## src/rtl/rv_decode_stage.sv

```systemverilog
// -----------------------------------------------------------------------------
// rv_decode_stage
//   Pipelined RV32I instruction decoder sitting between instruction fetch and
//   register read / execute. Each accepted instruction word is decoded once,
//   on entry to a 2-entry skid buffer (head + skid), and the decoded bundle is
//   presented from the head entry one cycle after acceptance.
//
// Ports
//   clk, reset        rising-edge clock, asynchronous active-high reset
//   flush             drop every buffered bundle (branch redirect)
//   in_valid/in_ready/in_instr        upstream handshake and raw word
//   out_valid/out_ready               downstream handshake
//   out_rd/out_rs1/out_rs2            register indices
//   out_funct3                        raw funct3 field
//   out_alu_op                        0 ADD,1 SUB,2 AND,3 OR,4 XOR,5 SLL,6 SRL,
//                                     7 SRA,8 SLT,9 SLTU,10 PASSB
//   out_imm/out_use_imm               sign-extended immediate, operand-B select
//   out_class                         0 R,1 OPIMM,2 LOAD,3 STORE,4 BRANCH,
//                                     5 JAL,6 JALR,7 LUI
//   out_illegal                       unknown opcode / bad funct3-funct7 combo
//   decode_count                      bundles handed off, wraps at 2^CNT_W
// -----------------------------------------------------------------------------
module rv_decode_stage #(
    parameter int XLEN  = 32,
    parameter int CNT_W = 32
) (
    input  logic             clk,
    input  logic             reset,
    input  logic             flush,
    input  logic             in_valid,
    output logic             in_ready,
    input  logic [31:0]      in_instr,
    output logic             out_valid,
    input  logic             out_ready,
    output logic [4:0]       out_rd,
    output logic [4:0]       out_rs1,
    output logic [4:0]       out_rs2,
    output logic [2:0]       out_funct3,
    output logic [3:0]       out_alu_op,
    output logic [XLEN-1:0]  out_imm,
    output logic             out_use_imm,
    output logic [2:0]       out_class,
    output logic             out_illegal,
    output logic [CNT_W-1:0] decode_count
);

    localparam logic [6:0] OPC_OP     = 7'b0110011;
    localparam logic [6:0] OPC_OPIMM  = 7'b0010011;
    localparam logic [6:0] OPC_LOAD   = 7'b0000011;
    localparam logic [6:0] OPC_STORE  = 7'b0100011;
    localparam logic [6:0] OPC_BRANCH = 7'b1100011;
    localparam logic [6:0] OPC_JAL    = 7'b1101111;
    localparam logic [6:0] OPC_JALR   = 7'b1100111;
    localparam logic [6:0] OPC_LUI    = 7'b0110111;

    localparam logic [3:0] ALU_ADD   = 4'd0;
    localparam logic [3:0] ALU_SUB   = 4'd1;
    localparam logic [3:0] ALU_AND   = 4'd2;
    localparam logic [3:0] ALU_OR    = 4'd3;
    localparam logic [3:0] ALU_XOR   = 4'd4;
    localparam logic [3:0] ALU_SLL   = 4'd5;
    localparam logic [3:0] ALU_SRL   = 4'd6;
    localparam logic [3:0] ALU_SRA   = 4'd7;
    localparam logic [3:0] ALU_SLT   = 4'd8;
    localparam logic [3:0] ALU_SLTU  = 4'd9;
    localparam logic [3:0] ALU_PASSB = 4'd10;

    localparam logic [2:0] CLS_R      = 3'd0;
    localparam logic [2:0] CLS_OPIMM  = 3'd1;
    localparam logic [2:0] CLS_LOAD   = 3'd2;
    localparam logic [2:0] CLS_STORE  = 3'd3;
    localparam logic [2:0] CLS_BRANCH = 3'd4;
    localparam logic [2:0] CLS_JAL    = 3'd5;
    localparam logic [2:0] CLS_JALR   = 3'd6;
    localparam logic [2:0] CLS_LUI    = 3'd7;

    localparam logic [6:0] F7_ZERO = 7'b0000000;
    localparam logic [6:0] F7_ALT  = 7'b0100000;

    typedef struct packed {
        logic [4:0]      rd;
        logic [4:0]      rs1;
        logic [4:0]      rs2;
        logic [2:0]      funct3;
        logic [3:0]      alu_op;
        logic [XLEN-1:0] imm;
        logic            use_imm;
        logic [2:0]      cls;
        logic            illegal;
    } bundle_t;

    typedef enum logic [1:0] {
        S_EMPTY = 2'd0,
        S_ONE   = 2'd1,
        S_TWO   = 2'd2
    } state_t;

    // Full RV32I field decode of one word. Any illegal combination collapses
    // the bundle to all-zero with only the illegal flag set.
    function automatic bundle_t decode_instr(input logic [31:0] instr);
        bundle_t    b;
        logic [6:0] opcode;
        logic [2:0] f3;
        logic [6:0] f7;
        logic       bad;
        opcode = instr[6:0];
        f3     = instr[14:12];
        f7     = instr[31:25];
        b      = '0;
        bad    = 1'b0;
        case (opcode)
            OPC_OP: begin
                b.rd     = instr[11:7];
                b.rs1    = instr[19:15];
                b.rs2    = instr[24:20];
                b.funct3 = f3;
                b.cls    = CLS_R;
                case (f3)
                    3'b000:  b.alu_op = f7[5] ? ALU_SUB : ALU_ADD;
                    3'b001:  b.alu_op = ALU_SLL;
                    3'b010:  b.alu_op = ALU_SLT;
                    3'b011:  b.alu_op = ALU_SLTU;
                    3'b100:  b.alu_op = ALU_XOR;
                    3'b101:  b.alu_op = f7[5] ? ALU_SRA : ALU_SRL;
                    3'b110:  b.alu_op = ALU_OR;
                    default: b.alu_op = ALU_AND;
                endcase
                // Only ADD/SUB and SRL/SRA have an alternate funct7 encoding.
                bad = !((f7 == F7_ZERO) ||
                        ((f7 == F7_ALT) && ((f3 == 3'b000) || (f3 == 3'b101))));
            end
            OPC_OPIMM: begin
                b.rd      = instr[11:7];
                b.rs1     = instr[19:15];
                b.funct3  = f3;
                b.use_imm = 1'b1;
                b.cls     = CLS_OPIMM;
                b.imm     = {{20{instr[31]}}, instr[31:20]};
                case (f3)
                    3'b000: b.alu_op = ALU_ADD;
                    3'b001: begin
                        b.alu_op = ALU_SLL;
                        b.imm    = {27'd0, instr[24:20]};
                        bad      = (f7 != F7_ZERO);
                    end
                    3'b010: b.alu_op = ALU_SLT;
                    3'b011: b.alu_op = ALU_SLTU;
                    3'b100: b.alu_op = ALU_XOR;
                    3'b101: begin
                        b.alu_op = f7[5] ? ALU_SRA : ALU_SRL;
                        b.imm    = {27'd0, instr[24:20]};
                        bad      = (f7 != F7_ZERO) && (f7 != F7_ALT);
                    end
                    3'b110:  b.alu_op = ALU_OR;
                    default: b.alu_op = ALU_AND;
                endcase
            end
            OPC_LOAD: begin
                b.rd      = instr[11:7];
                b.rs1     = instr[19:15];
                b.funct3  = f3;
                b.alu_op  = ALU_ADD;
                b.imm     = {{20{instr[31]}}, instr[31:20]};
                b.use_imm = 1'b1;
                b.cls     = CLS_LOAD;
                bad       = (f3 == 3'b011) || (f3 == 3'b110) || (f3 == 3'b111);
            end
            OPC_STORE: begin
                b.rs1     = instr[19:15];
                b.rs2     = instr[24:20];
                b.funct3  = f3;
                b.alu_op  = ALU_ADD;
                b.imm     = {{20{instr[31]}}, instr[31:25], instr[11:7]};
                b.use_imm = 1'b1;
                b.cls     = CLS_STORE;
                bad       = (f3[2] == 1'b1) || (f3 == 3'b011);
            end
            OPC_BRANCH: begin
                b.rs1    = instr[19:15];
                b.rs2    = instr[24:20];
                b.funct3 = f3;
                b.alu_op = ALU_SUB;
                b.imm    = {{19{instr[31]}}, instr[31], instr[7],
                            instr[30:25], instr[11:8], 1'b0};
                b.cls    = CLS_BRANCH;
                bad      = (f3 == 3'b010) || (f3 == 3'b011);
            end
            OPC_JAL: begin
                b.rd      = instr[11:7];
                b.funct3  = f3;
                b.alu_op  = ALU_ADD;
                b.imm     = {{11{instr[31]}}, instr[31], instr[19:12],
                             instr[20], instr[30:21], 1'b0};
                b.use_imm = 1'b1;
                b.cls     = CLS_JAL;
            end
            OPC_JALR: begin
                b.rd      = instr[11:7];
                b.rs1     = instr[19:15];
                b.funct3  = f3;
                b.alu_op  = ALU_ADD;
                b.imm     = {{20{instr[31]}}, instr[31:20]};
                b.use_imm = 1'b1;
                b.cls     = CLS_JALR;
                bad       = (f3 != 3'b000);
            end
            OPC_LUI: begin
                b.rd      = instr[11:7];
                b.funct3  = f3;
                b.alu_op  = ALU_PASSB;
                b.imm     = {instr[31:12], 12'd0};
                b.use_imm = 1'b1;
                b.cls     = CLS_LUI;
            end
            default: bad = 1'b1;
        endcase
        if (bad) begin
            b         = '0;
            b.illegal = 1'b1;
        end else begin
            b.illegal = 1'b0;
        end
        return b;
    endfunction

    state_t           state_r, state_s;
    bundle_t          head_r, head_s;
    bundle_t          skid_r, skid_s;
    bundle_t          dec_s;
    logic             in_ready_r, in_ready_s;
    logic             out_valid_r, out_valid_s;
    logic [CNT_W-1:0] count_r, count_s;
    logic             accept_s;
    logic             consume_s;

    assign dec_s     = decode_instr(in_instr);
    assign accept_s  = in_valid & in_ready_r;
    assign consume_s = out_valid_r & out_ready;

    // Next-state logic for the head/skid buffer, handshake flags and counter.
    always_comb begin
        state_s = state_r;
        head_s  = head_r;
        skid_s  = skid_r;
        count_s = count_r;
        if (consume_s) begin
            count_s = count_r + {{(CNT_W-1){1'b0}}, 1'b1};
        end else begin
            count_s = count_r;
        end
        if (flush) begin
            state_s = S_EMPTY;
            head_s  = '0;
            skid_s  = '0;
        end else begin
            case (state_r)
                S_EMPTY: begin
                    if (accept_s) begin
                        head_s  = dec_s;
                        state_s = S_ONE;
                    end else begin
                        state_s = S_EMPTY;
                    end
                end
                S_ONE: begin
                    case ({accept_s, consume_s})
                        2'b11: head_s = dec_s;
                        2'b10: begin
                            skid_s  = dec_s;
                            state_s = S_TWO;
                        end
                        2'b01: begin
                            head_s  = '0;
                            state_s = S_EMPTY;
                        end
                        default: state_s = S_ONE;
                    endcase
                end
                S_TWO: begin
                    // in_ready is low here, so only a consume can move things.
                    if (consume_s) begin
                        head_s  = skid_r;
                        skid_s  = '0;
                        state_s = S_ONE;
                    end else begin
                        state_s = S_TWO;
                    end
                end
                default: begin
                    state_s = S_EMPTY;
                    head_s  = '0;
                    skid_s  = '0;
                end
            endcase
        end
        in_ready_s  = (state_s != S_TWO);
        out_valid_s = (state_s != S_EMPTY);
    end

    // Buffer, flag and counter registers.
    always_ff @(posedge clk or posedge reset) begin
        if (reset) begin
            state_r     <= S_EMPTY;
            head_r      <= '0;
            skid_r      <= '0;
            in_ready_r  <= 1'b1;
            out_valid_r <= 1'b0;
            count_r     <= '0;
        end else begin
            state_r     <= state_s;
            head_r      <= head_s;
            skid_r      <= skid_s;
            in_ready_r  <= in_ready_s;
            out_valid_r <= out_valid_s;
            count_r     <= count_s;
        end
    end

    assign in_ready     = in_ready_r;
    assign out_valid    = out_valid_r;
    assign out_rd       = head_r.rd;
    assign out_rs1      = head_r.rs1;
    assign out_rs2      = head_r.rs2;
    assign out_funct3   = head_r.funct3;
    assign out_alu_op   = head_r.alu_op;
    assign out_imm      = head_r.imm;
    assign out_use_imm  = head_r.use_imm;
    assign out_class    = head_r.cls;
    assign out_illegal  = head_r.illegal;
    assign decode_count = count_r;

endmodule

```

## config.mk

```make
export PLATFORM = sky130hd
export DESIGN_NAME = rv_decode_stage
export DESIGN_NICKNAME = d
export VERILOG_FILES = /design/src/rtl/rv_decode_stage.sv
export SDC_FILE = /design/constraint.sdc
export NUM_CORES = 1
export LEC_CHECK = 0
export CORE_AREA = 4 4 150 116
export CTS_CLUSTER_DIAMETER = 100
export CTS_CLUSTER_SIZE = 14
export DETAILED_ROUTE_END_ITERATION = 7
export DIE_AREA = 0 0 154 120
export PLACE_DENSITY = 0.7
export SETUP_SLACK_MARGIN = 0.4
export SKIP_CTS_REPAIR_TIMING = 1
export SLEW_MARGIN = 30
export SYNTH_ARGS = -nofsm -noshare
export SYNTH_HDL_FRONTEND = slang
export SYNTH_SLANG_ARGS = --single-unit
```

## constraint.sdc

```tcl
create_clock -name clk -period 5.5 [get_ports clk]
set_input_delay 0.825 -clock clk [delete_from_list [all_inputs] [get_ports clk]]
set_output_delay 0.825 -clock clk [all_outputs]
set_load 0.005 [all_outputs]
```

==> results.sh <==
export IMPL_fmax_mhz=280
export IMPL_core_region_area_um2=15900
export IMPL_synth_ff_type="dfrtp_1"
export IMPL_io_pins=130
export IMPL_synthesis_nets=758
export IMPL_slowest_delay_ns=0.86
export IMPL_p_clk_share_pct=45.0
export IMPL_hold_violations=0
export IMPL_status="finished clean"
export IMPL_grt_max_degree=108
export IMPL_area_delta_synth_final_pct=29.1
export IMPL_wirelength_mm=19.7
export IMPL_vias_per_cell=5.82
export IMPL_syn_inst=717
export IMPL_clockRootBuffer="clkbuf_16"
export IMPL_async_reset_ff_share_pct=100
export IMPL_tightestPinTransition_ns=0.964
export IMPL_fin_hold_ws_ns=0.479
export IMPL_synthTopCellsByArea="dfrtp_1 (54%), o21ai_0 (6.5%), a22oi_1 (5.3%), nand2_1 (5.0%), a21oi_1 (3.2%)"
export IMPL_seq_power_share_pct=44.3
export IMPL_numClockSinks=154
export IMPL_path_clk_slew_ns=0.06
export IMPL_vias=6102
export IMPL_rows=40
export IMPL_path_delay_family="simple AND/OR/NAND/NOR gates"
export IMPL_synth_common_cells="dfrtp_1 (153), nand2_1 (95), o21ai_0 (92)"
export IMPL_dieArea_um2=18500
export IMPL_power_switching_uw=676
export IMPL_synth_edf_count=0
export IMPL_maxCapViolCount=0
export IMPL_cts_htree_levels=4
export IMPL_internal_power_uw=2020
export IMPL_grt_pass1_vias=5848
export IMPL_slew_headroom_pct=35.2
export IMPL_slew_violations=0
export IMPL_grt_pass1_wl_mm=31.7
export IMPL_die_h_um=120
export IMPL_cp_end_kind="flop"
export IMPL_critPathArrivalTime_ns=3.92
export IMPL_path_cells="clkdlybuf4s50_1 -> nand2_1 -> clkinv_1 -> ha_1 -> a21oi_1 -> or3b_2 -> nor4_1 -> a21o_1"
export IMPL_drive_above_1_share_pct=9.18
export IMPL_cp_required_ns=5.85
export IMPL_io_buffers=129
export IMPL_antenna_found_initial=0
export IMPL_yosysWarningCount=0
export IMPL_critPathSlowestCell="nor4_1"
export IMPL_synth_cell_types=57
export IMPL_start_util_pct=44.7
export IMPL_clock_path_buffers=2
export IMPL_cp_start_kind="input pin"
export IMPL_vdd_drop_max_mv=0.194
export IMPL_fin_tns_setup_ns=0
export IMPL_die_w_um=154
export IMPL_crit_buf_inv=2
export IMPL_synth_top_area_share_pct=54.0
export IMPL_worst_setup_path_type="input pin to flop"
export IMPL_seq_area_frac_synth_pct=54.3
export IMPL_crit_fanout=11
export IMPL_drcViolationCount=0
export IMPL_synth_seq_cells=154
export IMPL_n_antenna_cell=0
export IMPL_leakagePower_uw=0.00378
export IMPL_fin_crit_ns=3.57
export IMPL_nets=868
export IMPL_setup_viol=0
export IMPL_routabilityCongestion=0.909
export IMPL_grtUsageTotal_pct=21.5
export IMPL_p_per_area_nw_per_um2=294
export IMPL_yosysMostFrequentCell="dfrtp_1"
export IMPL_dp_hpwl_mm=13.7
export IMPL_dr_pass1_iters=5
export IMPL_worstHoldPathType="flop to flop"
export IMPL_cts_buffers_inserted=17
export IMPL_cts_tree="yes"
export IMPL_fin_skew_ns=0.00829
export IMPL_yosysTopAreaCell="dfrtp_1"
export IMPL_power_uw=2690
export IMPL_wl_per_cell_um=18.8
export IMPL_synthesis_area_um2=7090
export IMPL_grt_overflow=0
export IMPL_clkLatencyLatePin_ns=0.42
export IMPL_drt_iter0_markers=438
export IMPL_p_comb_share_pct=10.7
export IMPL_drt_antenna_violating_nets=0
export IMPL_rsz0062_at_grt="no"
export IMPL_p_sw_share_pct=25.1
export IMPL_post_route_period_util_pct=64.9
export IMPL_n_fill_cell=1282
export IMPL_avgSynthCellArea_um2=9.89
==> routing by layer <==
metal,global-route usage (%),share of wire [%]
met2,31.3,45
met4,7.06,2.0
met5,0,0
met1,31.1,46
met3,5.66,7.2
==> cell usage in the layout, fill, tap and decap left out, types with 3 or more instances in the layout <==
cell / netlist / routed
dfrtp_1: 153 / 153
clkdlybuf4s50_1: 0 / 129
nand2_1: 95 / 95
o21ai_0: 92 / 92
a22oi_1: 50 / 50
a21oi_1: 46 / 46
nor2_1: 37 / 34
xnor2_1: 25 / 25
o21ai_2: 20 / 20
nand4_1: 17 / 17
clkbuf_16: 0 / 17
a22o_1: 15 / 15
nand3_1: 14 / 14
nor3_1: 10 / 8
xor2_1: 8 / 8
and3_1: 7 / 7
buf_4: 0 / 7
inv_1: 7 / 6
or2_2: 6 / 6
nor2b_1: 5 / 5
nand2b_1: 5 / 5
nor4_1: 5 / 5
a21o_1: 5 / 5
and2_1: 4 / 4
ha_1: 4 / 4
clkinvlp_4: 0 / 4
or4_1: 3 / 3
or3_1: 3 / 3
nor2_4: 0 / 3
inv_6: 0 / 3
bufinv_16: 0 / 3
==> sequential cells by signal, indices dropped and copies added, names as in the netlist <==
signal and cells:
out_rs2 5, out_illegal 1, skid_r 59, state_r 2, decode_count 32, out_use_imm 1
out_rd 5, out_class 3, out_alu_op 4, out_funct3 3, out_imm 32, out_valid 1
in_ready 1, out_rs1 5
==> layout make-up <==
type / count / area, um2 / share of cell area [%]
well taps: 210 / 263 / 2.87
multi-input cells: 510 / 3050 / 33.2
clock inverters: 12 / 164 / 1.79
inverters: 8 / 37.5 / 0.410
repair buffers: 136 / 1340 / 14.7
flip-flops and latches: 154 / 3850 / 42.1
clock buffers: 19 / 453 / 4.94
==> worst reg2reg max path: stages, from the launching register on <==
cell and delay [ns]:
dfrtp_1 0.58, nor2b_1 0.76, nand2b_1 0.22, a22oi_1 0.10
or3b_2 0.53, nor4_1 0.86, a21o_1 0.24
==> final timing paths <==
kind	from	endpoint	slack, ns	cells past startpoint
worst min-delay path	skid_r[22]	skid_r[22]	0.48	2
worst min register to register	skid_r[22]	skid_r[22]	0.48	2
min in group asynchronous	reset	decode_count[31]	0.96	2
worst max-delay path	out_ready	out_rs1[0]	1.93	8
worst max register to register	state_r[1]	out_rs1[0]	2.16	6
max in group asynchronous	reset	out_imm[10]	3.44	3
==> logic make-up (layout without fill, tap and decap cells) <==
family	Yosys count	in the layout	share of synthesized area (%)
muxes	1	1	0.141
DFF	154	154	54.3
xor gates and xnor gates	33	33	4.07
and+or+nand+nor	221	221	14.9
adders and majority gates	4	4	0.705
buffers and inverters	53	175	3.21
AOI/OAI and AO/OA	251	251	22.6
==> power by group through the flow <==
stage	registers (uW)	clock network [uW]	logic, uW
after floorplan	1210	0	152
after global placement	1210	0	282
after detailed placement	1210	0	288
after CTS	1190	1230	290
after global routing	1200	1280	315
final	1190	1210	288
==> through the flow <==
step	utilization, %	area [um2]	instances	worst slack [ns]
after CTS	57.7	9150	1049	1.94
final	57.7	9160	1049	1.93
after detailed placement	53.8	8540	1018	1.54
after global placement	53.8	8530	1018	1.53
after global routing	57.7	9160	1049	1.73
after floorplan	-	7090	717	0.527
Note: power is estimated with default switching activity, not from simulation.
